**src/rtl/io_request_arbiter_if.sv**
```systemverilog
// Request/IO bus bundle for io_request_arbiter.
// master: the arbiter (answers both requesters, drives the IO request bus).
// slave:  the environment (two requesters plus the peripheral IO side).
interface io_request_arbiter_if #(
  parameter int P_ADDR_W = 32,
  parameter int P_DATA_W = 32
);
  logic                iREQ0_REQ;
  logic                oREQ0_BUSY;
  logic [1:0]          iREQ0_ORDER;
  logic                iREQ0_RW;
  logic [P_ADDR_W-1:0] iREQ0_ADDR;
  logic [P_DATA_W-1:0] iREQ0_DATA;
  logic                oREQ0_VALID;
  logic                oREQ0_ERROR;
  logic [P_DATA_W-1:0] oREQ0_DATA;

  logic                iREQ1_REQ;
  logic                oREQ1_BUSY;
  logic [1:0]          iREQ1_ORDER;
  logic                iREQ1_RW;
  logic [P_ADDR_W-1:0] iREQ1_ADDR;
  logic [P_DATA_W-1:0] iREQ1_DATA;
  logic                oREQ1_VALID;
  logic                oREQ1_ERROR;
  logic [P_DATA_W-1:0] oREQ1_DATA;

  logic                oIO_REQ;
  logic                iIO_BUSY;
  logic [1:0]          oIO_ORDER;
  logic                oIO_RW;
  logic [P_ADDR_W-1:0] oIO_ADDR;
  logic [P_DATA_W-1:0] oIO_DATA;
  logic                iIO_VALID;
  logic [P_DATA_W-1:0] iIO_DATA;

  modport master (
    input  iREQ0_REQ, iREQ0_ORDER, iREQ0_RW, iREQ0_ADDR, iREQ0_DATA,
    output oREQ0_BUSY, oREQ0_VALID, oREQ0_ERROR, oREQ0_DATA,
    input  iREQ1_REQ, iREQ1_ORDER, iREQ1_RW, iREQ1_ADDR, iREQ1_DATA,
    output oREQ1_BUSY, oREQ1_VALID, oREQ1_ERROR, oREQ1_DATA,
    output oIO_REQ, oIO_ORDER, oIO_RW, oIO_ADDR, oIO_DATA,
    input  iIO_BUSY, iIO_VALID, iIO_DATA
  );

  modport slave (
    output iREQ0_REQ, iREQ0_ORDER, iREQ0_RW, iREQ0_ADDR, iREQ0_DATA,
    input  oREQ0_BUSY, oREQ0_VALID, oREQ0_ERROR, oREQ0_DATA,
    output iREQ1_REQ, iREQ1_ORDER, iREQ1_RW, iREQ1_ADDR, iREQ1_DATA,
    input  oREQ1_BUSY, oREQ1_VALID, oREQ1_ERROR, oREQ1_DATA,
    input  oIO_REQ, oIO_ORDER, oIO_RW, oIO_ADDR, oIO_DATA,
    output iIO_BUSY, iIO_VALID, iIO_DATA
  );
endinterface

```
**src/rtl/io_request_arbiter.sv**
```systemverilog
// Two-requester round-robin arbiter onto a single IO request bus.
// One transaction in flight; write ack is generated locally, read data is
// routed back to its owner, and a read with no return is aborted with error.
//
//   state     | meaning
//   ----------+-------------------------------------------------------------
//   S_IDLE    | arbitrating; the granted requester sees BUSY low
//   S_ISSUE   | oIO_REQ held until the IO side takes it (idle slot if illegal)
//   S_WAIT_RD | read issued, counting towards the timeout
//   S_RESP    | one-cycle completion pulse to the owner
module io_request_arbiter #(
  parameter int P_ADDR_W  = 32,
  parameter int P_DATA_W  = 32,
  parameter int P_TIMEOUT = 255
) (
  input logic                  iCLOCK,
  input logic                  iRESET,
  io_request_arbiter_if.master bus
);
  localparam int               CNT_W      = (P_TIMEOUT > 1) ? $clog2(P_TIMEOUT) : 1;
  localparam logic [CNT_W-1:0] CNT_LAST   = CNT_W'(P_TIMEOUT - 1);
  localparam logic [1:0]       ORDER_NONE = 2'b11;

  typedef enum logic [1:0] {S_IDLE, S_ISSUE, S_WAIT_RD, S_RESP} state_t;

  state_t              state_q, state_d;
  logic                grant_vld, grant_id;
  logic                owner_q, ptr_q;
  logic [1:0]          order_q;
  logic                rw_q;
  logic [P_ADDR_W-1:0] addr_q;
  logic [P_DATA_W-1:0] wdata_q;
  logic                io_req_q;
  logic [CNT_W-1:0]    cnt_q;
  logic                resp_valid_q, resp_err_q;
  logic [P_DATA_W-1:0] resp_data_q;
  logic                io_xfer;

  logic [1:0]          sel_order;
  logic                sel_rw;
  logic [P_ADDR_W-1:0] sel_addr;
  logic [P_DATA_W-1:0] sel_data;

  assign io_xfer   = io_req_q && !bus.iIO_BUSY;
  assign sel_order = grant_id ? bus.iREQ1_ORDER : bus.iREQ0_ORDER;
  assign sel_rw    = grant_id ? bus.iREQ1_RW    : bus.iREQ0_RW;
  assign sel_addr  = grant_id ? bus.iREQ1_ADDR  : bus.iREQ0_ADDR;
  assign sel_data  = grant_id ? bus.iREQ1_DATA  : bus.iREQ0_DATA;

  // Round-robin pick in IDLE: a lone requester wins, a tie goes away from the last owner.
  always_comb begin
    grant_vld = 1'b0;
    grant_id  = 1'b0;
    if (state_q == S_IDLE) begin
      if (bus.iREQ0_REQ && bus.iREQ1_REQ) begin
        grant_vld = 1'b1;
        grant_id  = ~ptr_q;
      end else if (bus.iREQ0_REQ) begin
        grant_vld = 1'b1;
        grant_id  = 1'b0;
      end else if (bus.iREQ1_REQ) begin
        grant_vld = 1'b1;
        grant_id  = 1'b1;
      end
    end
  end

  // BUSY is low only for the requester being granted this cycle; never while in reset.
  assign bus.oREQ0_BUSY = iRESET || !(grant_vld && !grant_id);
  assign bus.oREQ1_BUSY = iRESET || !(grant_vld &&  grant_id);

  // Next-state decode.
  always_comb begin
    state_d = state_q;
    case (state_q)
      S_IDLE:    if (grant_vld) state_d = S_ISSUE;
      S_ISSUE: begin
        // An illegal order burns its issue slot without touching the IO bus,
        // so the error completes with the same latency as a write.
        if (order_q == ORDER_NONE) state_d = S_RESP;
        else if (io_xfer)          state_d = rw_q ? S_RESP : S_WAIT_RD;
      end
      S_WAIT_RD: if (bus.iIO_VALID || cnt_q == CNT_LAST) state_d = S_RESP;
      S_RESP:    state_d = S_IDLE;
      default:   state_d = S_IDLE;
    endcase
  end

  // State register.
  always_ff @(posedge iCLOCK or posedge iRESET) begin
    if (iRESET) state_q <= S_IDLE;
    else        state_q <= state_d;
  end

  // Request latch, IO handshake, timeout counter and response capture.
  always_ff @(posedge iCLOCK or posedge iRESET) begin
    if (iRESET) begin
      owner_q      <= 1'b0;
      ptr_q        <= 1'b1;
      order_q      <= '0;
      rw_q         <= 1'b0;
      addr_q       <= '0;
      wdata_q      <= '0;
      io_req_q     <= 1'b0;
      cnt_q        <= '0;
      resp_valid_q <= 1'b0;
      resp_err_q   <= 1'b0;
      resp_data_q  <= '0;
    end else begin
      resp_valid_q <= (state_d == S_RESP);
      case (state_q)
        S_IDLE: begin
          if (grant_vld) begin
            owner_q  <= grant_id;
            ptr_q    <= grant_id;
            order_q  <= sel_order;
            rw_q     <= sel_rw;
            addr_q   <= sel_addr;
            wdata_q  <= sel_data;
            io_req_q <= (sel_order != ORDER_NONE);
          end
        end
        S_ISSUE: begin
          if (order_q == ORDER_NONE) begin
            resp_err_q  <= 1'b1;
            resp_data_q <= '0;
          end else if (io_xfer) begin
            io_req_q    <= 1'b0;
            cnt_q       <= '0;
            resp_err_q  <= 1'b0;
            resp_data_q <= '0;
          end
        end
        S_WAIT_RD: begin
          if (bus.iIO_VALID) begin
            resp_err_q  <= 1'b0;
            resp_data_q <= bus.iIO_DATA;
          end else if (cnt_q == CNT_LAST) begin
            resp_err_q  <= 1'b1;
            resp_data_q <= '0;
          end else begin
            cnt_q <= cnt_q + CNT_W'(1);
          end
        end
        default: ;
      endcase
    end
  end

  assign bus.oIO_REQ   = io_req_q;
  assign bus.oIO_ORDER = order_q;
  assign bus.oIO_RW    = rw_q;
  assign bus.oIO_ADDR  = addr_q;
  assign bus.oIO_DATA  = wdata_q;

  assign bus.oREQ0_VALID = resp_valid_q && !owner_q;
  assign bus.oREQ0_ERROR = resp_valid_q && !owner_q && resp_err_q;
  assign bus.oREQ0_DATA  = (resp_valid_q && !owner_q) ? resp_data_q : '0;
  assign bus.oREQ1_VALID = resp_valid_q && owner_q;
  assign bus.oREQ1_ERROR = resp_valid_q && owner_q && resp_err_q;
  assign bus.oREQ1_DATA  = (resp_valid_q && owner_q) ? resp_data_q : '0;
endmodule

```
**src/flat_wrapper.sv**
```systemverilog
// flat-port wrapper written by rule: the top's interface ports become plain ports
module io_request_arbiter_flat 
#(
  parameter int P_ADDR_W  = 32,
  parameter int P_DATA_W  = 32,
  parameter int P_TIMEOUT = 255
)
  (iCLOCK, iRESET, bus_iREQ0_REQ, bus_iREQ0_ORDER, bus_iREQ0_RW, bus_iREQ0_ADDR, bus_iREQ0_DATA, bus_oREQ0_BUSY, bus_oREQ0_VALID, bus_oREQ0_ERROR, bus_oREQ0_DATA, bus_iREQ1_REQ, bus_iREQ1_ORDER, bus_iREQ1_RW, bus_iREQ1_ADDR, bus_iREQ1_DATA, bus_oREQ1_BUSY, bus_oREQ1_VALID, bus_oREQ1_ERROR, bus_oREQ1_DATA, bus_oIO_REQ, bus_oIO_ORDER, bus_oIO_RW, bus_oIO_ADDR, bus_oIO_DATA, bus_iIO_BUSY, bus_iIO_VALID, bus_iIO_DATA);
  io_request_arbiter_if #(.P_ADDR_W(P_ADDR_W), .P_DATA_W(P_DATA_W)) bus_i ();
  input logic iCLOCK;
  input logic iRESET;
  input wire logic [$bits(bus_i.iREQ0_REQ)-1:0] bus_iREQ0_REQ;
  input wire logic [$bits(bus_i.iREQ0_ORDER)-1:0] bus_iREQ0_ORDER;
  input wire logic [$bits(bus_i.iREQ0_RW)-1:0] bus_iREQ0_RW;
  input wire logic [$bits(bus_i.iREQ0_ADDR)-1:0] bus_iREQ0_ADDR;
  input wire logic [$bits(bus_i.iREQ0_DATA)-1:0] bus_iREQ0_DATA;
  output wire logic [$bits(bus_i.oREQ0_BUSY)-1:0] bus_oREQ0_BUSY;
  output wire logic [$bits(bus_i.oREQ0_VALID)-1:0] bus_oREQ0_VALID;
  output wire logic [$bits(bus_i.oREQ0_ERROR)-1:0] bus_oREQ0_ERROR;
  output wire logic [$bits(bus_i.oREQ0_DATA)-1:0] bus_oREQ0_DATA;
  input wire logic [$bits(bus_i.iREQ1_REQ)-1:0] bus_iREQ1_REQ;
  input wire logic [$bits(bus_i.iREQ1_ORDER)-1:0] bus_iREQ1_ORDER;
  input wire logic [$bits(bus_i.iREQ1_RW)-1:0] bus_iREQ1_RW;
  input wire logic [$bits(bus_i.iREQ1_ADDR)-1:0] bus_iREQ1_ADDR;
  input wire logic [$bits(bus_i.iREQ1_DATA)-1:0] bus_iREQ1_DATA;
  output wire logic [$bits(bus_i.oREQ1_BUSY)-1:0] bus_oREQ1_BUSY;
  output wire logic [$bits(bus_i.oREQ1_VALID)-1:0] bus_oREQ1_VALID;
  output wire logic [$bits(bus_i.oREQ1_ERROR)-1:0] bus_oREQ1_ERROR;
  output wire logic [$bits(bus_i.oREQ1_DATA)-1:0] bus_oREQ1_DATA;
  output wire logic [$bits(bus_i.oIO_REQ)-1:0] bus_oIO_REQ;
  output wire logic [$bits(bus_i.oIO_ORDER)-1:0] bus_oIO_ORDER;
  output wire logic [$bits(bus_i.oIO_RW)-1:0] bus_oIO_RW;
  output wire logic [$bits(bus_i.oIO_ADDR)-1:0] bus_oIO_ADDR;
  output wire logic [$bits(bus_i.oIO_DATA)-1:0] bus_oIO_DATA;
  input wire logic [$bits(bus_i.iIO_BUSY)-1:0] bus_iIO_BUSY;
  input wire logic [$bits(bus_i.iIO_VALID)-1:0] bus_iIO_VALID;
  input wire logic [$bits(bus_i.iIO_DATA)-1:0] bus_iIO_DATA;
  assign bus_i.iREQ0_REQ = bus_iREQ0_REQ;
  assign bus_i.iREQ0_ORDER = bus_iREQ0_ORDER;
  assign bus_i.iREQ0_RW = bus_iREQ0_RW;
  assign bus_i.iREQ0_ADDR = bus_iREQ0_ADDR;
  assign bus_i.iREQ0_DATA = bus_iREQ0_DATA;
  assign bus_oREQ0_BUSY = bus_i.oREQ0_BUSY;
  assign bus_oREQ0_VALID = bus_i.oREQ0_VALID;
  assign bus_oREQ0_ERROR = bus_i.oREQ0_ERROR;
  assign bus_oREQ0_DATA = bus_i.oREQ0_DATA;
  assign bus_i.iREQ1_REQ = bus_iREQ1_REQ;
  assign bus_i.iREQ1_ORDER = bus_iREQ1_ORDER;
  assign bus_i.iREQ1_RW = bus_iREQ1_RW;
  assign bus_i.iREQ1_ADDR = bus_iREQ1_ADDR;
  assign bus_i.iREQ1_DATA = bus_iREQ1_DATA;
  assign bus_oREQ1_BUSY = bus_i.oREQ1_BUSY;
  assign bus_oREQ1_VALID = bus_i.oREQ1_VALID;
  assign bus_oREQ1_ERROR = bus_i.oREQ1_ERROR;
  assign bus_oREQ1_DATA = bus_i.oREQ1_DATA;
  assign bus_oIO_REQ = bus_i.oIO_REQ;
  assign bus_oIO_ORDER = bus_i.oIO_ORDER;
  assign bus_oIO_RW = bus_i.oIO_RW;
  assign bus_oIO_ADDR = bus_i.oIO_ADDR;
  assign bus_oIO_DATA = bus_i.oIO_DATA;
  assign bus_i.iIO_BUSY = bus_iIO_BUSY;
  assign bus_i.iIO_VALID = bus_iIO_VALID;
  assign bus_i.iIO_DATA = bus_iIO_DATA;
  io_request_arbiter #(.P_ADDR_W(P_ADDR_W), .P_DATA_W(P_DATA_W), .P_TIMEOUT(P_TIMEOUT)) u_core (.iCLOCK(iCLOCK), .iRESET(iRESET), .bus(bus_i));
endmodule
```
**config.mk**
```make
export PLATFORM = sky130hd
export DESIGN_NAME = io_request_arbiter_flat
export DESIGN_NICKNAME = d
export VERILOG_FILES = /design/src/rtl/io_request_arbiter_if.sv /design/src/rtl/io_request_arbiter.sv /design/src/flat_wrapper.sv
export SDC_FILE = /design/constraint.sdc
export NUM_CORES = 1
export LEC_CHECK = 0
export CORE_MARGIN = 2
export CORE_UTILIZATION = 39
export CTS_CLUSTER_DIAMETER = 150
export DETAILED_ROUTE_END_ITERATION = 16
export GPL_ROUTABILITY_DRIVEN = 0
export GPL_TIMING_DRIVEN = 0
export PLACE_DENSITY = 0.82
export SLEW_MARGIN = 20
export SYNTH_ARGS = -nofsm -noshare
export SYNTH_HDL_FRONTEND = slang
export SYNTH_SLANG_ARGS = --single-unit
```
**constraint.sdc**
```tcl
create_clock -name iCLOCK -period 5.1 [get_ports iCLOCK]
set_input_delay 1.02 -clock iCLOCK [delete_from_list [all_inputs] [get_ports iCLOCK]]
set_output_delay 1.02 -clock iCLOCK [all_outputs]
set_load 0.05 [all_outputs]
```
==> flow_summary.toml <==
[place]
dp_hpwl_mm = 15.0
port_buffers = 309
place_inst = 1048

[synthesis]
synth_edf_count = 0
synthArstFlopShare_pct = 100
synth_warnings = 0
syn_area_um2 = 5420
ys_ff_latch = 114
ys.flop_type = "dfrtp_1"
postSynthCellCount = 555
netlist_top_cells_count = "dfrtp_1, nor2_1, nand2_1"
synth.area.top_cells = "dfrtp_1, a222oi_1, a22o_1"
ys_types = 44
avgSynthCellArea_um2 = 9.76
synth_nets = 732
synth.most_common_cell = "dfrtp_1"
yosysTopAreaCellShare_pct = 52.2
yosysTopAreaCell = "dfrtp_1"
ys_seq_area_share_pct = 52.7

[pwr]
ir_drop_mv = 0.213
sw_frac_of_total_pct = 20.2
p_switching_mw = 0.455
p_int_mw = 1.80
p_seq_share_pct = 40.2
power_frac_comb_pct = 7.6
leakage_nw = 4.34
p_per_area_nw_per_um2 = 239
power.share.clock_pct = 52.2

[floorplanning]
fp.dieH_um = 122
initial_core_util_pct = 39.5
fp-row-count = 43
coreArea_um2 = 13700
dieArea_um2 = 14800
boundaryPins = 310
fp.dieW_um = 122

[critical_path]
cp_slowest_cell = "clkdlybuf4s50_1"
path_cells = "clkdlybuf4s50_1 > nand2_1 > nor2_1 > buf_2 > buf_2 > nand2_1 > clkdlybuf4s50_1"
cpPeakStageDelay_ps = 700
worstSetupPathType = "primary input to output pin"
start_kind = "primary input"
cpLargestDelayFamily = "buffers and inverters"
path_buf_inv = 4
cp.required_ps = 4080
cp.arrival_ps = 3420
cp_max_fo = 10
critPathCaptureType = "output pin"

[global_routing]
grt_usage_pct = 25.7
overflow = 0
antenna_found_initial = 0
first_global_vias = 5485
grt_start_max_net_pins = 33
grt_pass1_wl_mm = 29.3

[detailed_routing]
first_pass_iters = 6
finalWirelength_mm = 19.4
post_drt_wl_per_cell_um = 18.0
vias = 5772
postRouteAntennaNets = 0
drtIter0Drc = 471
route.detailed.drc = 0
vias_per_cell = 5.34

[clock_tree]
post_cts_resized = 0
root_buffer = "clkbuf_16"
cts_tree = "built"
numCtsBuffers = 17
clkTransAtPathRegs_ps = 50
clkLatencyLatePin_ps = 410
cts.sinks = 114
clk_path_buf_depth = 2
cts_hold_buf = 0
htree_levels = 4
cts_setup_buffers = 0

[sta]
tightest_slew_ps = 589
grt_setup_unrepaired = "false"
setup_viol = 0
finalCritPeriodShare_pct = 87.1
finClkSkew_ps = 10.1
hold_violations = 0
fmax_mhz = 225
tns_ps = 0
max-slew-margin-rel_pct = 60.6
finalMaxSlewViolations = 0
min_period_ps = 4440

[min_path]
hp-class = "register to register"

[finish]
layout.nets = 1064
area_delta_synth_final_pct = 73.9
instances_no_fill = 1080
nFillCells = 1099
n_antenna_cell = 0
drive_gt1_share_pct = 6.00

[job]
maxCapViolCount = 0

[run_status]
status = "finished clean"
## tightest hold or removal path, delay by kind of cell (launching register included)
family | cells | cell delay [ps]
AOI/OAI and AO/OA | 1 | 60
DFF | 1 | 340
and+or+nand+nor | 1 | 50
## state kept, by name, summed over array words and instances, names as in the netlist
signal                count
u_core.state_q            2
u_core.bus.oIO_RW         1
u_core.resp_err_q         1
u_core.bus.oIO_ADDR      32
u_core.bus.oIO_ORDER      2
u_core.owner_q            1
u_core.bus.oIO_REQ        1
u_core.cnt_q              8
u_core.resp_valid_q       1
u_core.resp_data_q       32
u_core.bus.oIO_DATA      32
u_core.ptr_q              1
## layout make-up
class / count / area (um2) / area share, %
Timing Repair Buffer: 313 / 3180 / 33.8
Sequential cell: 114 / 2850 / 30.3
Multi-Input combinational cell: 358 / 2230 / 23.7
Clock buffer: 23 / 488 / 5.18
Tap cell: 180 / 225 / 2.39
Buffer: 44 / 188 / 1.99
Inverter: 39 / 150 / 1.59
Clock inverter: 9 / 104 / 1.10
## metrics by stage
step | cell area (um2) | hold WS (ps) | power (mW) | worst slack (ps) | utilization, %
CTS | 9420 | 481 | 2.27 | 643 | 68.6
finish | 9420 | 477 | 2.25 | 658 | 68.6
floorplan | 5420 | 472 | 0.943 | 544 | -
detailed placement | 8820 | 470 | 1.09 | 663 | 64.3
global placement | 8740 | 462 | 1.08 | -852 | 63.7
global route | 9420 | 499 | 2.32 | 486 | 68.6
## cells in the final DEF, fill, tap and decap left out, types with 5 or more instances in the layout
cell	count
clkdlybuf4s50_1	309
a21oi_1	40
clkbuf_1	34
nand2_1	44
and2_1	36
a22o_1	32
or4_1	5
nor2_1	45
clkbuf_16	17
inv_1	38
buf_2	9
and3_1	34
dfrtp_1	113
o21ai_0	37
o31ai_1	7
a222oi_1	33
ha_1	5
## power by group through the flow
stage               Combinational, mW  Clock (mW)  Sequential (mW)
finish                          0.171        1.18            0.906
global placement                0.161           0            0.921
global route                    0.184        1.23            0.905
CTS                             0.172        1.19            0.905
detailed placement              0.171           0            0.921
floorplan                      0.0215           0            0.921
## path summary, 6_finish.rpt
path	start	endpoint	slack, ps	cells past startpoint
max in group asynchronous	iRESET	u_core.bus.oIO_RW	3510	4
setup / recovery	bus_iREQ1_REQ	bus_oREQ1_BUSY	660	7
min in group asynchronous	iRESET	u_core.bus.oIO_ADDR[3]	950	2
hold / removal	u_core.bus.oIO_DATA[29]	u_core.bus.oIO_DATA[29]	480	2
setup reg to reg	u_core.state_q[0]	u_core.bus.oIO_ADDR[8]	2750	8
hold reg to reg	u_core.bus.oIO_DATA[29]	u_core.bus.oIO_DATA[29]	480	2
## cells by family (layout without fill, tap and decap cells)
| logic type | after synthesis | in the layout | synth area share (%) |
|---|---|---|---|
| mux | 3 | 3 | 0.578 |
| buf+inv | 83 | 428 | 6.17 |
| flops | 114 | 114 | 52.7 |
| compound gates | 164 | 164 | 21.6 |
| simple gates | 186 | 186 | 17.8 |
| fa+ha+maj | 5 | 5 | 1.16 |
## per-layer routing
metal  routed length (um)  global-route usage [%]
met1                 7220                    29.4
met2                 9960                    44.6
met3                 1770                    8.38
met4                  482                    10.3
met5                    0                       0
Note: power is estimated with default switching activity, not from simulation.
